File: src/rtl/rptr_empty_fwft.sv
// rptr_empty_fwft
// Read-side pointer and empty-flag controller for an asynchronous FIFO, with a
// first-word-fall-through output stage. Everything here runs on rclk.
//
// Ports:
//   rclk, rrst    read clock and synchronous active-high reset
//   rq2_wptr      Gray write pointer, already synchronised into rclk
//   rdata_mem     memory read data, valid the cycle after ren
//   raddr, ren    memory read address and read strobe
//   rptr          registered Gray read pointer for the write domain
//   rempty        registered pointer-empty flag
//   dout, dout_valid, dout_ready
//                 head of the 2-entry output buffer and its handshake
//   raempty       almost-empty flag
//
// Optional feature: define RPTR_ALMOST_EMPTY_EN to build a real almost-empty
// flag (level <= AEMPTY_THRESH). Without it, raempty simply mirrors rempty.
module rptr_empty_fwft #(
  parameter int ADDRSIZE      = 4,
  parameter int DATASIZE      = 8,
  parameter int AEMPTY_THRESH = 2
) (
  input  logic                rclk,
  input  logic                rrst,
  input  logic [ADDRSIZE:0]   rq2_wptr,
  input  logic [DATASIZE-1:0] rdata_mem,
  output logic [ADDRSIZE-1:0] raddr,
  output logic                ren,
  output logic [ADDRSIZE:0]   rptr,
  output logic                rempty,
  output logic [DATASIZE-1:0] dout,
  output logic                dout_valid,
  input  logic                dout_ready,
  output logic                raempty
);

  logic [ADDRSIZE:0]   rbin_q, rbin_d;
  logic [ADDRSIZE:0]   rptr_q, rptr_d;
  logic                rempty_q, rempty_d;
  logic                inflight_q, inflight_d;
  logic [1:0]          buf_count_q, buf_count_d;
  logic [DATASIZE-1:0] buf0_q, buf0_d;
  logic [DATASIZE-1:0] buf1_q, buf1_d;
  logic [1:0]          occ;
  logic                pop;

  // Fetch credit and pointer advance. Words already buffered plus the one in
  // flight from memory may never exceed two, unless a pop frees a slot this
  // cycle. ren therefore depends only on registered state and dout_ready.
  always_comb begin
    occ        = buf_count_q + {1'b0, inflight_q};
    pop        = (buf_count_q != 2'd0) & dout_ready;
    ren        = ~rempty_q & ((occ < 2'd2) | pop);
    rbin_d     = rbin_q + {{ADDRSIZE{1'b0}}, ren};
    rptr_d     = (rbin_d >> 1) ^ rbin_d;
    rempty_d   = (rptr_d == rq2_wptr);
    inflight_d = ren;
  end

  // Output buffer: buf0 is always the head. A word requested last cycle lands
  // at the tail; a simultaneous pop shifts buf1 forward so order is kept.
  always_comb begin
    buf0_d      = buf0_q;
    buf1_d      = buf1_q;
    buf_count_d = buf_count_q;
    case ({inflight_q, pop})
      2'b01: begin
        buf0_d      = buf1_q;
        buf_count_d = buf_count_q - 2'd1;
      end
      2'b10: begin
        if (buf_count_q == 2'd0) buf0_d = rdata_mem;
        else                     buf1_d = rdata_mem;
        buf_count_d = buf_count_q + 2'd1;
      end
      2'b11: begin
        if (buf_count_q == 2'd1) begin
          buf0_d = rdata_mem;
        end else begin
          buf0_d = buf1_q;
          buf1_d = rdata_mem;
        end
      end
      default: ;
    endcase
  end

  // Clearing inflight on reset drops any memory word still returning.
  always_ff @(posedge rclk) begin
    if (rrst) begin
      rbin_q      <= '0;
      rptr_q      <= '0;
      rempty_q    <= 1'b1;
      inflight_q  <= 1'b0;
      buf_count_q <= 2'd0;
      buf0_q      <= '0;
      buf1_q      <= '0;
    end else begin
      rbin_q      <= rbin_d;
      rptr_q      <= rptr_d;
      rempty_q    <= rempty_d;
      inflight_q  <= inflight_d;
      buf_count_q <= buf_count_d;
      buf0_q      <= buf0_d;
      buf1_q      <= buf1_d;
    end
  end

  assign raddr      = rbin_q[ADDRSIZE-1:0];
  assign rptr       = rptr_q;
  assign rempty     = rempty_q;
  assign dout_valid = (buf_count_q != 2'd0);
  assign dout       = dout_valid ? buf0_q : '0;

`ifdef RPTR_ALMOST_EMPTY_EN
  localparam logic [ADDRSIZE:0] AE_THRESH = (ADDRSIZE + 1)'(AEMPTY_THRESH);

  logic [ADDRSIZE:0] wbin_s;
  logic [ADDRSIZE:0] rlevel;
  logic              raempty_q, raempty_d;

  // Gray-to-binary: each binary bit is the XOR of all Gray bits at or above it.
  // The level uses rbin_d so the flag lines up with rempty's timing.
  always_comb begin
    wbin_s = '0;
    for (int i = 0; i <= ADDRSIZE; i++) begin
      wbin_s[i] = ^(rq2_wptr >> i);
    end
    rlevel    = wbin_s - rbin_d;
    raempty_d = (rlevel <= AE_THRESH);
  end

  always_ff @(posedge rclk) begin
    if (rrst) raempty_q <= 1'b1;
    else      raempty_q <= raempty_d;
  end

  assign raempty = raempty_q;
`else
  assign raempty = rempty_q;
`endif

endmodule

File: config.mk
export PLATFORM = sky130hd
export DESIGN_NAME = rptr_empty_fwft
export DESIGN_NICKNAME = d
export VERILOG_FILES = /design/src/rtl/rptr_empty_fwft.sv
export SDC_FILE = /design/constraint.sdc
export NUM_CORES = 1
export LEC_CHECK = 0
export ABC_AREA = 1
export BUFFER_PORTS_ARGS = -buffer_cell sky130_fd_sc_hd__buf_2
export CAP_MARGIN = 20
export CORE_UTILIZATION = 47
export DETAILED_ROUTE_END_ITERATION = 10
export GPL_TIMING_DRIVEN = 0
export HOLD_SLACK_MARGIN = 0.03
export PLACE_DENSITY_LB_ADDON = 0.1
export SKIP_CTS_REPAIR_TIMING = 1
export SYNTH_ARGS = -nofsm -noshare
export SYNTH_HDL_FRONTEND = slang
export SYNTH_SLANG_ARGS = --single-unit
File: constraint.sdc
create_clock -name rclk -period 2.1 [get_ports rclk]
set_clock_uncertainty 0.05 [all_clocks]
set_input_delay 0.315 -clock rclk [delete_from_list [all_inputs] [get_ports rclk]]
set_output_delay 0.315 -clock rclk [all_outputs]
set_load 0.005 [all_outputs]
# Word level (Yosys, flattened, before mapping)
# Index checks and enable logic that the tools add are counted.
[totals]
regBits = 30
in_bits = 16
output_inout_bits = 21
wordCells = 40
[op_classes]
addsub = 4
n_lt_le_gt_ge = 1
eq_ne = 8
n_mux = 8
n_bitwise = 5
n_reduce_logical = 7
[ops]
columns = ["operator", "n"]
rows = [
  ["$mux 8", 5],
  ["$pmux 8 s3", 1],
  ["$pmux 8 s2", 1],
  ["$ne 2x2->1 const B", 3],
  ["$reduce_bool 2->1", 3],
  ["$add 5x1->5", 1],
  ["$eq 5x5->1", 1],
  ["$xor 4x5->5", 1],
  ["$eq 2x1->1 const B", 2],
  ["$eq 2x2->1 const B", 2],
  ["$pmux 2 s2", 1],
  ["$reduce_and 3->1", 1],
  ["$reduce_bool 3->1", 1],
  ["$add 2x1->2", 1],
  ["$add 2x1->2 const B", 1],
  ["$and 1x1->1", 2],
  ["$logic_not 2->1", 1],
  ["$lt 2x2->1 const B", 1],
  ["$reduce_and 2->1", 1],
  ["$sub 2x1->2 const B", 1],
  ["$not 1->1", 1],
  ["$or 1x1->1", 1],
]

# Depth between registers and ports, before layout
# Gate-level depths: netlist (run 1).
[depth]
ltp_word = 7
ltp_mapped = 18
ltp_nobuf = 18

# Least setup slack after synthesis (run 1)
# Ideal clock, no wire load.
[synth_timing]
path_type = "reg2reg"
startpoint = "reg buf_count_q[0]"
endpoint = "reg rempty_q (netlist: raempty)"
setup_time_ns = 0.059
arrival_time_ns = 2.024
t_required_ns = 1.991
slack_ns = -0.032
stages_incl_launch_ff = 19
n_path_buf = 0
period_less_slack_ns = 2.132
path_cell_list = "dfxtp_1 -> inv_1 -> ha_1 -> inv_1 -> nand2_2 -> nand2_1 -> nand2_1 -> inv_1 -> ha_1 -> ha_1 -> inv_1 -> nand2_1 -> nand2_1 -> nand2_1 -> nand2_1 -> nand3_1 -> nor2_1 -> nand3_1 -> nand2_1"
[synth_between]
elab_chain_cells = 7
elab_cells_between_ends = 9
classes_between = "add/sub: 2; order compare: 1; eq/ne: 1; bitwise: 4; reduce/logical: 1"
[synth_rtl]
columns = ["item", "line", "text"]
rows = [
  ["start, declared", "41", "logic [1:0] buf_count_q, buf_count_d;"],
  ["start signal, assigned", "103", "buf_count_q <= buf_count_d;"],
  ["$reduce_bool 2->1", "--", ""],
  ["via dout_valid", "32", "output logic dout_valid,"],
  ["$and 1x1->1", "52", "pop = (buf_count_q != 2'd0) & dout_ready;"],
  ["$or 1x1->1", "53", "ren = ~rempty_q & ((occ < 2'd2) | pop);"],
  ["$and 1x1->1", "53", ""],
  ["via ren", "28", "output logic ren,"],
  ["$add 5x1->5", "54", "rbin_d = rbin_q + {{ADDRSIZE{1'b0}}, ren};"],
  ["via rbin_d[1]", "37", "logic [ADDRSIZE:0] rbin_q, rbin_d;"],
  ["$xor 4x5->5", "55", "rptr_d = (rbin_d >> 1) ^ rbin_d;"],
  ["$eq 5x5->1", "56", "rempty_d = (rptr_d == rq2_wptr);"],
  ["end signal, assigned", "101", "rempty_q <= rempty_d;"],
  ["end, declared", "39", "logic rempty_q, rempty_d;"],
]
# The timed path passes the listed nets, and every way through them passes these cells.
# A chain may end at the register's enable or synchronous reset.

# Worst setup path after layout (run 1)
[layout_timing]
startpoint = "reg buf_count_q[0]"
endpoint = "reg rempty_q (netlist: raempty)"
[layout_between]
elab_chain_cells = 7
elab_cells_between_ends = 9
classes_between = "add/sub: 2; order compare: 1; eq/ne: 1; bitwise: 4; reduce/logical: 1"
[layout_rtl]
columns = ["item", "line"]
rows = [
  ["$add 2x1->2 or $reduce_bool 2->1 (tied branches)", "51, 52"],
  ["$lt 2x2->1 or $and 1x1->1 (tied branches)", "53, 52"],
  ["$or 1x1->1 *", "53"],
  ["$and 1x1->1 *", "53"],
  ["$add 5x1->5 *", "54"],
  ["via rbin_d[1]", "37"],
  ["$xor 4x5->5 *", "55"],
  ["$eq 5x5->1 *", "56"],
]
# The timed path passes the listed nets; every way through them passes the cells marked *.

==> flow_summary.ini, run 1 <==
[sta]
finalHoldViolations = 0
maxSlewViolCount = 0
slew_headroom_pct = 70.5
setup_slack_ns = 0.0734
rsz0062_at_grt = true
layout_min_cycle_time_ns = 2.03
fmax_mhz = 493
fin_crit_sh_pct = 96.5
worstMarginPinSlew_ns = 0.443
setup-tns-final_ns = 0
finalSetupViolCount = 0

[global_route]
antenna_found_initial = 0
grt_pass1_wl_mm = 4.96
grt_max_degree = 11
gr-total-overflow = 0
grt_pass1_vias = 1228
grtUsageTotal_pct = 19.1

[place]
portBuffers = 36
dpl.hpwl_mm = 2.33
gp_congestion = 0.753
pre_cts_ws_ns = -0.207
placed_cell_area_um2 = 1790
place_inst = 302

[synthesis]
synth_cell_types = 22
synth-seq-cells = 29
ys_warn_count = 0
ys_seq_area_share_pct = 37.3
syn_inst = 222
syn_nets = 244
syn_area_um2 = 1560
avgSynthCellArea_um2 = 7.01

[setup_path]
critPathKind = reg2reg
r2r-start = buf_count_q[0]
critPathTopFamily = simple AND/OR/NAND/NOR gates
crit_buf_inv = 3
endpoint_kind = flop
cp-startpoint = buf_count_q[0]
critPathRequiredTime_ns = 2.32
r2r_end = raempty
cp.arrival_ns = 2.24
slowest_stage = dfxtp_2
cp_max_fo = 4
crit_top_cell = nand2_2
reg2reg_depth = 16
cp_cell_sequence = buf_6 -> nand2_2 -> xor2_1 -> nand2_2 -> nand2_2 -> inv_2 -> ha_4 -> ha_4 -> inv_4 -> nand2_4 -> nand3b_1 -> nand2_1 -> nand3_1 -> nor2_1 -> nand3_1 -> nand2_1
r2r_slack_ns = 0.07
crit_path_start_kind = flop
cpPeakStageDelay_ns = 0.38

[floorplanning]
die_y_um = 59.5
initial_core_util_pct = 50.2
chipWidth_um = 59.5
row_count = 20
pin_count = 37
dieArea_um2 = 3550
core_um2 = 3100

[drt]
num_vias = 1489
first_iter_violations = 54
drc = 0
wire_per_inst_um = 10.1
routed_via_density = 4.70
first_pass_iters = 4
ant_nets = 0
wl_mm = 3.19

[finish]
antenna_cells = 0
drive_gt1_share_pct = 33.3
n_fill_cell = 292
finish.instance_area_um2 = 2030
instances_no_fill = 317
fin_nets = 294
synthToLayoutAreaGrowth_pct = 30.7

[cts]
cts_inserted_buffers = 5
root_buffer = clkbuf_4
cts_buffer_depth = 2
cts.sinks = 29
cts.htree.levels = 2
tritoncts = done
clk_pin_slew_ns = 0.10
clock_latency_ns = 0.32

[min_path]
hold-path-cell-count = 2
hold_path.class = in2reg
holdPathEnd = rptr[0]
hp-start = rrst

[power_and_ir_drop]
power_mw = 2.37
ir_drop_mv = 0.704
leakage_nw = 1.06
powerDensity_nw_per_um2 = 1160

[job]
max-cap-violations = 0

[run_status]
status = complete, no violations
sequential cells by signal, summed over array words and instances (netlist names):
register     count
buf0_q           8
rptr             4
buf1_q           8
inflight_q       1
rbin_q           5
buf_count_q      2
raempty          1
synth_stat cells, drive strengths merged:
master / instances / share of area, %
a21oi: 13 / 4.2
buf: 6 / 3.9
clkbuf: 2 / 0.72
dfxtp: 29 / 37
ha: 6 / 4.8
inv: 46 / 11
nand2: 46 / 12
nand3: 13 / 4.5
nand3b: 2 / 0.96
nand4: 4 / 1.6
nor2: 17 / 4.1
o211ai: 8 / 3.9
o21ai: 27 / 9.4
xnor2: 1 / 0.56
xor2: 2 / 1.1
stage by stage:
stage / util (%) / hold slack, ns
after global placement: 57.8 / 0.385
final: 65.6 / 0.144
after floorplan: - / 0.334
after detailed placement: 57.8 / 0.386
after global routing: 65.6 / 0.119
after CTS: 60.6 / 0.125
layout by cell type, fill, tap and decap left out, types with 9 or more instances in the layout:
cell,n
inv_1,36
buf_2,36
nand2_1,32
dfxtp_1,28
o21ai_0,23
nor2_1,17
a21oi_1,13
nand2_2,11
nand3_1,10
inv_2,9
area by class of cell:
class | count | area [um2] | area share (%)
Clock buffer | 7 | 55.1 | 2.71
Buffer | 8 | 71.3 | 3.51
Timing Repair Buffer | 43 | 249 | 12.2
Sequential cell | 29 | 582 | 28.6
Tap cell | 44 | 55.1 | 2.71
Multi-Input combinational cell | 139 | 817 | 40.2
Clock inverter | 1 | 30.0 | 1.48
Inverter | 46 | 175 | 8.61
kinds of logic (layout without fill, tap and decap cells):
logic type,after synthesis,count (layout),synth area share [%]
XOR/XNOR,3,3,1.69
flip-flops,29,29,37.3
buffers and inverters,54,105,15.7
AO/OA/AOI/OAI,48,48,17.4
adder cells (fa/ha/maj),6,6,4.82
AND/OR/NAND/NOR,82,82,23.1
worst max path at each step:
| stage | end | slack [ns] | cells after the start |
|---|---|---|---|
| final | raempty | 0.07 | 16 |
| after global routing | raempty | -0.12 | 17 |
| after CTS | raempty | -0.24 | 18 |
| after detailed placement | raempty | -0.21 | 16 |
| after global placement | raempty | -0.19 | 18 |
| after floorplan | raempty | 0.004 | 18 |
routing by layer:
metal / track usage, % / wire length [um] / share of wire [%]
met1: 20.8 / 1380 / 43
met2: 34.2 / 1600 / 50
met3: 5.90 / 162 / 5.1
met4: 7.97 / 40 / 1.3
met5: 0 / 0 / 0
worst reg2reg max path, cell delays in order (launching register included):
cell and delay, ns:
dfxtp_2 0.38, buf_6 0.11, nand2_2 0.04, xor2_1 0.18, nand2_2 0.07, nand2_2 0.08, inv_2 0.05, ha_4 0.16
ha_4 0.29, inv_4 0.05, nand2_4 0.06, nand3b_1 0.07, nand2_1 0.07, nand3_1 0.06, nor2_1 0.12, nand3_1 0.07
nand2_1 0.06
report_power, final:
part           internal, mW  switching, mW
combinational         0.522          0.601
clock                 0.284          0.191
sequential            0.708         0.0588
(Power assumes the default switching activity.)
==> run 2: changes to the inputs <==
--- a/config.mk
+++ b/config.mk
@@ -7,8 +7,9 @@
 export LEC_CHECK = 0
 export ABC_AREA = 1
 export BUFFER_PORTS_ARGS = -buffer_cell sky130_fd_sc_hd__buf_2
-export CAP_MARGIN = 20
-export CORE_UTILIZATION = 47
+export CELL_PAD_IN_SITES_DETAIL_PLACEMENT = 1
+export CELL_PAD_IN_SITES_GLOBAL_PLACEMENT = 1
+export CORE_UTILIZATION = 33
 export DETAILED_ROUTE_END_ITERATION = 10
 export GPL_TIMING_DRIVEN = 0
 export HOLD_SLACK_MARGIN = 0.03
==> run 2 against run 1 <==
Against the previous run: the flow now finishes with violations (DRC); worst setup slack gained 0.020 ns; global-route usage is 3.1 points lower; first-iteration DRC count shrank 5.6%; utilization fell by 20 points; largest cell class unchanged; highest routed layer unchanged.
==> flow_summary.ini, run 2 (same netlist as run 1, synthesis figures left out) <==
[floorplanning]
pin_count = 37
die_y_um = 70.7
chipWidth_um = 70.7
dieArea_um2 = 4990
row_count = 24
core_um2 = 4440
initial_core_util_pct = 35.0

[global_route]
gr-total-overflow = 0
grtUsageTotal_pct = 16.0
antenna_found_initial = 0
grt_pass1_wl_mm = 6.38
grt_max_degree = 11
grt_pass1_vias = 1454

[finish]
drive_gt1_share_pct = 31.0
mostFrequentLayoutCells = inv_1, nand2_1, buf_2
antenna_cells = 0
final_common_cell = inv_1
fin_nets = 295
largestRegisters = buf0_q (8), buf1_q (8), rbin_q (5)
synthToLayoutAreaGrowth_pct = 29.2
fin_util_pct = 45.2

[drt]
wl_mm = 3.88
wire_per_inst_um = 11.9
routed_via_density = 4.75
first_pass_iters = 9
num_vias = 1548
drc = 6
first_iter_violations = 51
ant_nets = 0

[setup_path]
critPathRequiredTime_ns = 2.27
critPathKind = reg2reg
r2r_slack_ns = 0.09
cp_max_fo = 4
crit_path_start_kind = flop
reg2reg_depth = 17
endpoint_kind = flop
cp.arrival_ns = 2.18

[sta]
finalHoldViolations = 0
slew_headroom_pct = 67.9
fin_crit_sh_pct = 95.6
layout_min_cycle_time_ns = 2.01
rsz0062_at_grt = true
fmax_mhz = 498
maxSlewViolCount = 0
finalSetupViolCount = 0
worstMarginPinSlew_ns = 0.482

[power_and_ir_drop]
powerDensity_nw_per_um2 = 1170
power_mw = 2.36
ir_drop_mv = 0.540
leakage_nw = 1.05

[cts]
clock_latency_ns = 0.27
tritoncts = done
cts_buffer_depth = 2
cts_inserted_buffers = 5
root_buffer = clkbuf_8
cts.htree.levels = 2
cts.sinks = 29
clk_pin_slew_ns = 0.07

[job]
max-cap-violations = 0

[run_status]
status = finished, violations left
violations = DRC

[place]
portBuffers = 36
dpl.hpwl_mm = 2.90
gp_congestion = 0.772

[min_path]
hold_path.class = in2reg
hold-path-cell-count = 2
==> run 2: cell types whose count changed in the layout (fill, tap and decap cells not counted), moves of 3 or more <==
cell | before | now
nand2_2 | 11 | 8
clkbuf_4 | 6 | 1
clkbuf_8 | 1 | 5
nand2_1 | 32 | 36
buf_4 | 7 | 10
==> run 2: layout make-up <==
type,count,area [um2]
buffer,8,71.3
sequential,29,584
tap,52,65.1
clock buffer,8,80.1
timing repair buffer,44,240
fill,589,2430
inverter,46,178
multi-input combinational,139,792
==> run 2: worst paths after layout <==
| path | startpoint | to |
|---|---|---|
| worst max-delay path | buf_count_q[1] | raempty |
| worst min register to register | buf1_q[7] | buf1_q[7] |
| worst max register to register | buf_count_q[1] | raempty |
| worst min-delay path | rrst | rptr[0] |
==> run 2: metrics by stage <==
step | cell area, um2 | cells | setup TNS (ns) | setup WS, ns | hold slack, ns
global route | 2010 | 326 | -0.0640 | -0.0640 | 0.205
floorplan | 1560 | 222 | 0 | 0.00443 | 0.334
CTS | 1880 | 318 | -0.497 | -0.271 | 0.193
finish | 2010 | 326 | 0 | 0.0934 | 0.193
global placement | 1800 | 310 | -0.431 | -0.262 | 0.383
detailed placement | 1800 | 310 | -0.438 | -0.259 | 0.391
==> run 2: report_power, final <==
group          total (mW)  internal (mW)  leakage (nW)  switching, mW
Sequential          0.774          0.712         0.239         0.0617
Combinational        1.13          0.516         0.768          0.614
Clock               0.452          0.235        0.0395          0.216
==> run 2: metal layers <==
layer,wire (um),track usage [%],up-vias
met5,0,0,-
met4,33,4.67,0
met3,150,3.28,5
met2,1990,30.3,28
met1,1710,18.0,712
li1,-,-,803
==> run 2: critical path: stages (launching register included) <==
cell and delay [ns]:
dfxtp_2 0.33, inv_4 0.08, ha_4 0.15, inv_2 0.04, nand2_2 0.08, nand2_2 0.06
nand2_2 0.08, inv_2 0.05, ha_4 0.16, ha_4 0.29, inv_4 0.05, nand2_4 0.05
nand3b_1 0.08, nand2_1 0.08, nand3_1 0.07, nor2_1 0.13, nand3_1 0.09, nand2_1 0.06
==> run 3: changes to the inputs <==
--- a/config.mk
+++ b/config.mk
@@ -10,6 +10,7 @@
 export CELL_PAD_IN_SITES_DETAIL_PLACEMENT = 1
 export CELL_PAD_IN_SITES_GLOBAL_PLACEMENT = 1
 export CORE_UTILIZATION = 33
+export CTS_BUF_LIST = sky130_fd_sc_hd__clkbuf_4 sky130_fd_sc_hd__clkbuf_8 sky130_fd_sc_hd__clkbuf_16
 export DETAILED_ROUTE_END_ITERATION = 10
 export GPL_TIMING_DRIVEN = 0
 export HOLD_SLACK_MARGIN = 0.03
==> run 3 against run 2 <==
Against the previous run: the flow still finishes with violations (DRC); design area increased by 0.56%; clock power increased by 8.2%; via count decreased by 1.2%; fmax increased by 0.86%; sequential power about the same; first-iteration DRC count increased by 12%; routed wire length increased by 0.59%; sequential share of layout area decreased by 0.16 points; combinational power about the same; worst setup slack improved by 0.017 ns.
==> flow_summary.ini, run 3 (same netlist as run 1, synthesis figures left out) <==
[run_status]
status = finished, violations left
violations = DRC

[drt]
routed_via_density = 4.69
wire_per_inst_um = 12.0
drc = 6
ant_nets = 0
first_iter_violations = 57
wl_mm = 3.91
num_vias = 1530
first_pass_iters = 9

[setup_path]
cp_cell_sequence = inv_4 -> ha_4 -> inv_2 -> nand2_2 -> nand2_2 -> nand2_2 -> inv_2 -> ha_4 -> ha_4 -> inv_4 -> nand2_4 -> nand3b_1 -> nand2_1 -> nand3_1 -> nor2_1 -> nand3_1 -> nand2_1
critPathRequiredTime_ns = 2.27
slowest_stage = dfxtp_2
critPathTopFamily = simple AND/OR/NAND/NOR gates
r2r-start = buf_count_q[1]
crit_cells = 17
critPathKind = reg2reg
reg2reg_depth = 17
cp_max_fo = 4
crit_path_start_kind = flop
crit_buf_inv = 4
cp.arrival_ns = 2.16
cpPeakStageDelay_ns = 0.33
r2r_slack_ns = 0.11
endpoint_kind = flop
r2r_end = raempty

[floorplanning]
die_y_um = 70.7
pin_count = 37
dieArea_um2 = 4990
chipWidth_um = 70.7
initial_core_util_pct = 35.0
core_um2 = 4440
row_count = 24

[job]
max-cap-violations = 0

[power_and_ir_drop]
leakage_nw = 1.06
ir_drop_mv = 0.542
powerDensity_nw_per_um2 = 1180

[cts]
cts_buffer_depth = 2
clk_pin_slew_ns = 0.06
clock_latency_ns = 0.27
cts_inserted_buffers = 5
cts.sinks = 29
root_buffer = clkbuf_8
cts.htree.levels = 2
tritoncts = done

[sta]
fin_crit_sh_pct = 94.7
finalSetupViolCount = 0
finalHoldViolations = 0
layout_min_cycle_time_ns = 1.99
worstMarginPinSlew_ns = 0.484
fmax_mhz = 503
rsz0062_at_grt = true
maxSlewViolCount = 0
slew_headroom_pct = 67.8
setup-tns-final_ns = 0

[global_route]
grtUsageTotal_pct = 16.0
gr-total-overflow = 0
grt_pass1_wl_mm = 6.39
grt_max_degree = 11
grt_pass1_vias = 1456
antenna_found_initial = 0

[place]
gp_congestion = 0.772
portBuffers = 36
dpl.hpwl_mm = 2.90
placed_cell_area_um2 = 1800

[finish]
fin_nets = 295
finish.instance_area_um2 = 2020
drive_gt1_share_pct = 32.1
synthToLayoutAreaGrowth_pct = 29.9
final_common_cell = inv_1
mostFrequentLayoutCells = inv_1, nand2_1, buf_2
antenna_cells = 0
largestRegisters = buf0_q (8), buf1_q (8), rbin_q (5)
n_fill_cell = 590

[min_path]
hp-start = rrst
holdPathEnd = rptr[0]
hold_path.class = in2reg
hold-path-cell-count = 2
==> run 3: worst reg2reg max path, stage by stage (launching register included) <==
cell and delay [ns]:
dfxtp_2 0.33, inv_4 0.08, ha_4 0.15, inv_2 0.04
nand2_2 0.08, nand2_2 0.06, nand2_2 0.08, inv_2 0.05
ha_4 0.16, ha_4 0.29, inv_4 0.05, nand2_4 0.05
nand3b_1 0.08, nand2_1 0.08, nand3_1 0.07, nor2_1 0.12
nand3_1 0.08, nand2_1 0.06
==> run 3: cell type report <==
cell class                      instances  area, um2  share of cell area [%]
Sequential cell                        29        584                    28.9
Inverter                               46        178                    8.79
Timing Repair Buffer                   44        240                    11.9
Tap cell                               52       65.1                    3.22
Clock buffer                            8       91.3                    4.52
Buffer                                  8       71.3                    3.53
Multi-Input combinational cell        139        792                    39.2
==> run 3: worst max-delay path by stage <==
| stage | startpoint | to |
|---|---|---|
| 2_1_floorplan | buf_count_q[0] | raempty |
| 3_3_place_gp | buf_count_q[0] | raempty |
| 3_5_place_dp | buf_count_q[0] | raempty |
| 4_1_cts | buf_count_q[0] | raempty |
| 5_1_grt | buf_count_q[1] | raempty |
| 6_report | buf_count_q[1] | raempty |
==> run 3: routing by layer <==
metal	routed length, um	global-route usage (%)
met4	24	3.33
met1	1720	17.9
met5	0	0
met3	154	4.13
met2	2010	30.5
==> run 3: where the power goes <==
part | total [mW] | internal, mW | switching, mW
combinational | 1.13 | 0.516 | 0.615
clock | 0.489 | 0.274 | 0.215
sequential | 0.774 | 0.712 | 0.0620
total | 2.39 | 1.50 | 0.892
==> run 3: stage by stage <==
stage / hold WS [ns] / std cells / setup slack, ns / util [%] / power, mW
2_1_floorplan: 0.334 / 222 / 0.00443 / - / 1.45
3_3_place_gp: 0.383 / 310 / -0.262 / 40.6 / 1.71
3_5_place_dp: 0.391 / 310 / -0.259 / 40.6 / 1.72
4_1_cts: 0.195 / 318 / -0.273 / 42.7 / 2.22
5_1_grt: 0.202 / 326 / -0.0643 / 45.5 / 2.59
6_report: 0.198 / 326 / 0.111 / 45.5 / 2.39
